$ cat src/rtl/rv_fetch_unit_if.sv
// Instruction-memory request/response bundle for rv_fetch_unit.
//   imem_req   : fetch request, held until acknowledged
//   imem_addr  : word address of the request, stable while imem_req is high
//   imem_ack   : response valid this cycle (only meaningful with imem_req high)
//   imem_rdata : instruction word, valid with imem_ack
// master = fetch unit side, slave = instruction memory side.
interface rv_fetch_unit_if;
  logic        imem_req;
  logic [31:0] imem_addr;
  logic        imem_ack;
  logic [31:0] imem_rdata;

  modport master (output imem_req, output imem_addr, input imem_ack, input imem_rdata);
  modport slave  (input imem_req, input imem_addr, output imem_ack, output imem_rdata);
endinterface

$ cat src/rtl/rv_fetch_unit.sv
// rv_fetch_unit: RV32I instruction fetch front end.
// Issues word fetches over a req/ack handshake, buffers returned words with
// their PCs in a DEPTH-entry FIFO and presents the head entry with its
// decoded opcode/register/funct fields. Redirects flush the buffer; a request
// still outstanding at redirect time is drained and its data discarded.
//
// Ports:
//   clk, rst        : clock, synchronous active-high reset
//   imem            : instruction memory bundle (rv_fetch_unit_if.master)
//   redirect_valid  : redirect fetch to redirect_pc (bits [1:0] ignored)
//   stall           : consumer not ready, no pop this cycle
//   instr_valid     : head of buffer valid
//   instr, instr_pc : head word and its address (0 when empty)
//   opcode, rd, rs1, rs2, funct3, funct7 : field slices of instr
//   illegal         : head opcode outside the supported RV32I subset
//
// Build option: define RV_FETCH_ILLEGAL_CHECK_EN to enable the opcode check;
// when undefined, illegal is tied to 0.
module rv_fetch_unit #(
  parameter logic [31:0] RESET_PC = 32'h0000_0000,
  parameter int unsigned DEPTH    = 2
) (
  input  logic                  clk,
  input  logic                  rst,
  rv_fetch_unit_if.master       imem,
  input  logic                  redirect_valid,
  input  logic [31:0]           redirect_pc,
  input  logic                  stall,
  output logic                  instr_valid,
  output logic [31:0]           instr,
  output logic [31:0]           instr_pc,
  output logic [6:0]            opcode,
  output logic [4:0]            rd,
  output logic [4:0]            rs1,
  output logic [4:0]            rs2,
  output logic [2:0]            funct3,
  output logic [6:0]            funct7,
  output logic                  illegal
);

  localparam int unsigned AW = $clog2(DEPTH);
  localparam int unsigned CW = AW + 1;
  localparam logic [CW-1:0] DEPTH_C = CW'(DEPTH);

  typedef enum logic [1:0] {IDLE, REQ, WAIT, DRAIN} state_t;

  state_t        state_q, state_d;
  logic [31:0]   pc_q, pc_d;
  logic [31:0]   addr_q, addr_d;
  logic          req_q, req_d;
  logic [CW-1:0] count_q, count_d;
  logic [AW-1:0] rptr_q, rptr_d;
  logic [AW-1:0] wptr_q, wptr_d;
  logic [31:0]   word_q [DEPTH];
  logic [31:0]   word_d [DEPTH];
  logic [31:0]   epc_q  [DEPTH];
  logic [31:0]   epc_d  [DEPTH];
  logic          push, pop;

  always_comb begin
    state_d = state_q;
    pc_d    = pc_q;
    count_d = count_q;
    rptr_d  = rptr_q;
    wptr_d  = wptr_q;
    word_d  = word_q;
    epc_d   = epc_q;
    push    = (state_q == REQ) && imem.imem_ack;
    pop     = (count_q != '0) && !stall;

    if (redirect_valid) begin
      // Flush wins over any push/pop on this edge.
      pc_d    = {redirect_pc[31:2], 2'b00};
      count_d = '0;
      rptr_d  = '0;
      wptr_d  = '0;
      if ((state_q == REQ || state_q == DRAIN) && !imem.imem_ack) begin
        state_d = DRAIN;
      end else begin
        state_d = REQ;
      end
    end else begin
      if (push) begin
        word_d[wptr_q] = imem.imem_rdata;
        epc_d[wptr_q]  = pc_q;
        wptr_d         = wptr_q + AW'(1'b1);
        pc_d           = pc_q + 32'd4;
      end
      if (pop) begin
        rptr_d = rptr_q + AW'(1'b1);
      end
      count_d = count_q + CW'(push) - CW'(pop);
      case (state_q)
        IDLE:    state_d = REQ;
        REQ:     if (push && count_d == DEPTH_C) state_d = WAIT;
        WAIT:    if (count_d < DEPTH_C) state_d = REQ;
        DRAIN:   if (imem.imem_ack) state_d = REQ;
        default: state_d = IDLE;
      endcase
    end

    req_d  = (state_d == REQ) || (state_d == DRAIN);
    // DRAIN keeps presenting the abandoned address until it is acknowledged.
    addr_d = (state_d == DRAIN) ? addr_q : pc_d;
  end

  always_ff @(posedge clk) begin
    if (rst) begin
      state_q <= IDLE;
      pc_q    <= RESET_PC;
      addr_q  <= RESET_PC;
      req_q   <= 1'b0;
      count_q <= '0;
      rptr_q  <= '0;
      wptr_q  <= '0;
      word_q  <= '{default: '0};
      epc_q   <= '{default: '0};
    end else begin
      state_q <= state_d;
      pc_q    <= pc_d;
      addr_q  <= addr_d;
      req_q   <= req_d;
      count_q <= count_d;
      rptr_q  <= rptr_d;
      wptr_q  <= wptr_d;
      word_q  <= word_d;
      epc_q   <= epc_d;
    end
  end

  assign imem.imem_req  = req_q;
  assign imem.imem_addr = addr_q;

  assign instr_valid = (count_q != '0);
  assign instr       = instr_valid ? word_q[rptr_q] : '0;
  assign instr_pc    = instr_valid ? epc_q[rptr_q]  : '0;
  assign opcode      = instr[6:0];
  assign rd          = instr[11:7];
  assign funct3      = instr[14:12];
  assign rs1         = instr[19:15];
  assign rs2         = instr[24:20];
  assign funct7      = instr[31:25];

`ifdef RV_FETCH_ILLEGAL_CHECK_EN
  always_comb begin
    case (opcode)
      7'b0110011, 7'b0000011, 7'b0010011, 7'b1100111,
      7'b0100011, 7'b1100011, 7'b0110111, 7'b1101111: illegal = 1'b0;
      default:                                         illegal = instr_valid;
    endcase
  end
`else
  assign illegal = 1'b0;
`endif

endmodule

$ cat src/flat_wrapper.sv
// flat-port wrapper written by rule: the top's interface ports become plain ports
module rv_fetch_unit_flat 
#(
  parameter logic [31:0] RESET_PC = 32'h0000_0000,
  parameter int unsigned DEPTH    = 2
)
  (clk, rst, redirect_valid, redirect_pc, stall, instr_valid, instr, instr_pc, opcode, rd, rs1, rs2, funct3, funct7, illegal, imem_imem_req, imem_imem_addr, imem_imem_ack, imem_imem_rdata);
  rv_fetch_unit_if imem_i ();
  input  logic clk;
  input  logic rst;
  input  logic redirect_valid;
  input  logic [31:0] redirect_pc;
  input  logic stall;
  output logic instr_valid;
  output logic [31:0] instr;
  output logic [31:0] instr_pc;
  output logic [6:0] opcode;
  output logic [4:0] rd;
  output logic [4:0] rs1;
  output logic [4:0] rs2;
  output logic [2:0] funct3;
  output logic [6:0] funct7;
  output logic illegal;
  output wire logic [$bits(imem_i.imem_req)-1:0] imem_imem_req;
  output wire logic [$bits(imem_i.imem_addr)-1:0] imem_imem_addr;
  input wire logic [$bits(imem_i.imem_ack)-1:0] imem_imem_ack;
  input wire logic [$bits(imem_i.imem_rdata)-1:0] imem_imem_rdata;
  assign imem_imem_req = imem_i.imem_req;
  assign imem_imem_addr = imem_i.imem_addr;
  assign imem_i.imem_ack = imem_imem_ack;
  assign imem_i.imem_rdata = imem_imem_rdata;
  rv_fetch_unit #(.RESET_PC(RESET_PC), .DEPTH(DEPTH)) u_core (.clk(clk), .rst(rst), .imem(imem_i), .redirect_valid(redirect_valid), .redirect_pc(redirect_pc), .stall(stall), .instr_valid(instr_valid), .instr(instr), .instr_pc(instr_pc), .opcode(opcode), .rd(rd), .rs1(rs1), .rs2(rs2), .funct3(funct3), .funct7(funct7), .illegal(illegal));
endmodule
$ cat config.mk
export PLATFORM = sky130hd
export DESIGN_NAME = rv_fetch_unit_flat
export DESIGN_NICKNAME = d
export VERILOG_FILES = /design/src/rtl/rv_fetch_unit_if.sv /design/src/rtl/rv_fetch_unit.sv /design/src/flat_wrapper.sv
export SDC_FILE = /design/constraint.sdc
export NUM_CORES = 1
export LEC_CHECK = 0
export CAP_MARGIN = 10
export CORE_UTILIZATION = 23
export DETAILED_ROUTE_END_ITERATION = 6
export PLACE_DENSITY = 0.46
export SETUP_SLACK_MARGIN = 0.3
export SLEW_MARGIN = 20
export SYNTH_ARGS = -nofsm -noshare
export SYNTH_HDL_FRONTEND = slang
export SYNTH_SLANG_ARGS = --single-unit
$ cat constraint.sdc
create_clock -name clk -period 2.45 [get_ports clk]
set_input_delay 0.49 -clock clk [delete_from_list [all_inputs] [get_ports clk]]
set_output_delay 0.49 -clock clk [all_outputs]
set_load 0.02 [all_outputs]
==> metrics <==
outcome=finished clean; vias in the first global route=7658; H-tree depth=4; Max-Cap Viols=0; Min Hold Slack=0.4540 ns; # IOs=200; internal power of the cells=0.005170 W; CP required=1.96 ns; area of placed instances=0.01140 sq mm; placed cells=1747; # setup viols final=0; Routability Congestion=0.7425; Post-synth ARST share=0%; number of synthesized register bits=199; CTS Hold Bufs=0; Iter 0 DRT Violations=388; met2 routed WL=13.21 mm; Data arrival, critical path=1.79 ns; synthesized cell area=0.008821 sq mm; Final Util=33.44%; Combinational Power Share=12.0%; final instance area=0.01260 sq mm; switching share of power=27.02%; CP endpoint kind=output pin; port bufs=196; Post-Synthesis Mean Instance Area=7.954 sq um; drt first pass iters=7; Max Clock Freq=0.4395 GHz; row count=71; Pwr Density=562.3 mW/mm^2; final cell count without fillers=1814; die area=0.03914 sq mm; GRT Overall Usage=14.97%; Slew HR=64.51%; CTS max path bufs=2; Psw=0.001914 W; most frequent cells in the layout=nand2_1 (284), dfxtp_1 (195), a21oi_1 (134); Hold WC Path Type=reg -> reg; final WL=29.09 mm; max-slew violations=0; post-synthesis sequential area ratio=45.16%; area grow syn2layout=42.81%; area of the multi-input gates=0.004554 sq mm; WL per Instance=16.04 um; Clk network pwr share=39.6%; DRT met1 WL=14.42 mm; die span in y=197.8 um; global route overflow=0; post-route clock period utilization=92.87%; first-pass GRT wire length=44.71 mm; initial core utilization=23.42%; Crit Path Category=reg -> out; Final Hold Viols=0; commonest non-fill, non-tap cell in the layout=nand2_1; clock-pin slew on the worst setup and hold paths=0.08 ns; CTS Buf Count=17; VDD IR-drop max=0.4746 mV; DP HPWL=18.63 mm; Register Area=0.003991 sq mm; area of the core=0.03767 sq mm; leakage=4.425 nW; synth warn=0; clk_lat worst skew=0.44 ns; Via Count=7995; Post-Route Skew=0.01098 ns; DRT antenna net count=0; largest net degree at the start of global routing=98; Setup TNS=0 ns; n_diodes=0; TritonCTS clock tree=built; DR vias/cell=4.407; WL met3=1.275 mm; Die X=197.8 um; fin crit period=2.275 ns; Root Buffer=clkbuf_16; # DRC=0; share of cells above drive strength 1=21.34%; crit path launch type=register; CTS Sinks=199; fin nets=1363; Synth cell types=54; sequential power share=48.4%; Synthesized Nets=1181; main flop type after synthesis=dfxtp_1; top layer in use=met4; Fillers=4050; initial antenna violation count=0; Synth Instances=1109; Crit Path Max Fanout=8; worst-margin pin slew=0.5268 ns; unrepaired setup endpoints after global routing=true; number of flops mapped to enable cells by yosys=0
power by group through the flow:
stage | clock network [W] | logic, W | registers (W)
after CTS | 0.00293 | 0.000830 | 0.00343
after floorplan | 0 | 0.000354 | 0.00351
final | 0.00281 | 0.000847 | 0.00343
after global placement | 0 | 0.000775 | 0.00350
after global routing | 0.00306 | 0.000922 | 0.00345
after detailed placement | 0 | 0.000775 | 0.00350
registers in the layout, indices dropped and copies added, names as in the netlist:
signal                 cells
u_core.epc_q              64
u_core.word_q             64
u_core.imem.imem_addr     32
u_core.pc_q               32
u_core.count_q             2
u_core.state_q             2
u_core.imem.imem_req       1
u_core.rptr_q              1
u_core.wptr_q              1
layout make-up:
class	count	share of cell area, %
Multi-Input combinational cell	785	36.15
Sequential cell	199	31.68
Timing Repair Buffer	282	22.39
Tap cell	511	5.075
Clock buffer	17	3.377
Clock inverter	14	1.142
Inverter	6	0.1788
layer usage:
metal	vias up	GRT usage, %
li1	4037	-
met1	3754	20.58
met2	194	24.13
met3	10	3.032
met4	0	2.957
met5	-	0
synthesized netlist by cell type, types with 12 or more instances:
cell type / instances / share of area, %
buf_4: 34 / 2.9
a21oi_1: 134 / 7.6
xnor2_1: 16 / 1.6
clkbuf_1: 65 / 2.8
a211oi_1: 16 / 1.4
nor3_1: 14 / 0.79
mux2i_1: 68 / 7.7
nand3_1: 14 / 0.79
o21ai_0: 12 / 0.68
nand2_1: 285 / 12
o21ai_1: 13 / 0.74
nor2_1: 104 / 4.4
dfxtp_1: 199 / 45
through the flow:
step | power (W) | setup WS (ns)
floorplan | 0.003868 | 0.3518
global placement | 0.004277 | -0.1299
detailed placement | 0.004276 | -0.1100
CTS | 0.007187 | 0.1357
global route | 0.007424 | 0.08370
finish | 0.007083 | 0.1746
logic make-up (layout without fill, tap and decap cells):
logic type | after synthesis | in the layout | share of synthesized area, %
XOR/XNOR | 27 | 27 | 2.681
buffers and inverters | 125 | 319 | 6.979
flip-flops | 199 | 199 | 45.16
multiplexers | 68 | 68 | 7.716
other | 1 | 1 | 0.04251
AO/OA/AOI/OAI | 212 | 212 | 13.82
adder cells (fa/ha/maj) | 3 | 3 | 0.4256
AND/OR/NAND/NOR | 474 | 474 | 23.18
final timing paths:
kind / slack (ns) / to / startpoint / depth (start not counted)
max: 0.17 / instr_pc[0] / u_core.rptr_q$_SDFFE_PP0P_ / 8
min: 0.45 / u_core.epc_q[43]$_SDFFE_PP0P_ / u_core.epc_q[43]$_SDFFE_PP0P_ / 2
max reg2reg: 0.37 / u_core.pc_q[31]$_SDFF_PP0_ / u_core.pc_q[17]$_SDFF_PP0_ / 5
min reg2reg: 0.45 / u_core.epc_q[43]$_SDFFE_PP0P_ / u_core.epc_q[43]$_SDFFE_PP0P_ / 2
repair_timing:
item,4_1_cts,5_1_grt
pin swaps,5,25
hold endpoints to repair,0,0
gates resized for setup,411,111
gates cloned,5,0
endpoints found under the setup margin,100,99
setup buffers,15,16
worst max-delay path: stages (launching register included):
cell and delay (ns):
dfxtp_4 0.37, buf_6 0.12, buf_12 0.11, buf_16 0.14, buf_12 0.14, buf_6 0.11, mux2i_1 0.14, nor2_1 0.06
buf_4 0.15
Power figures use the tool's default switching activity.
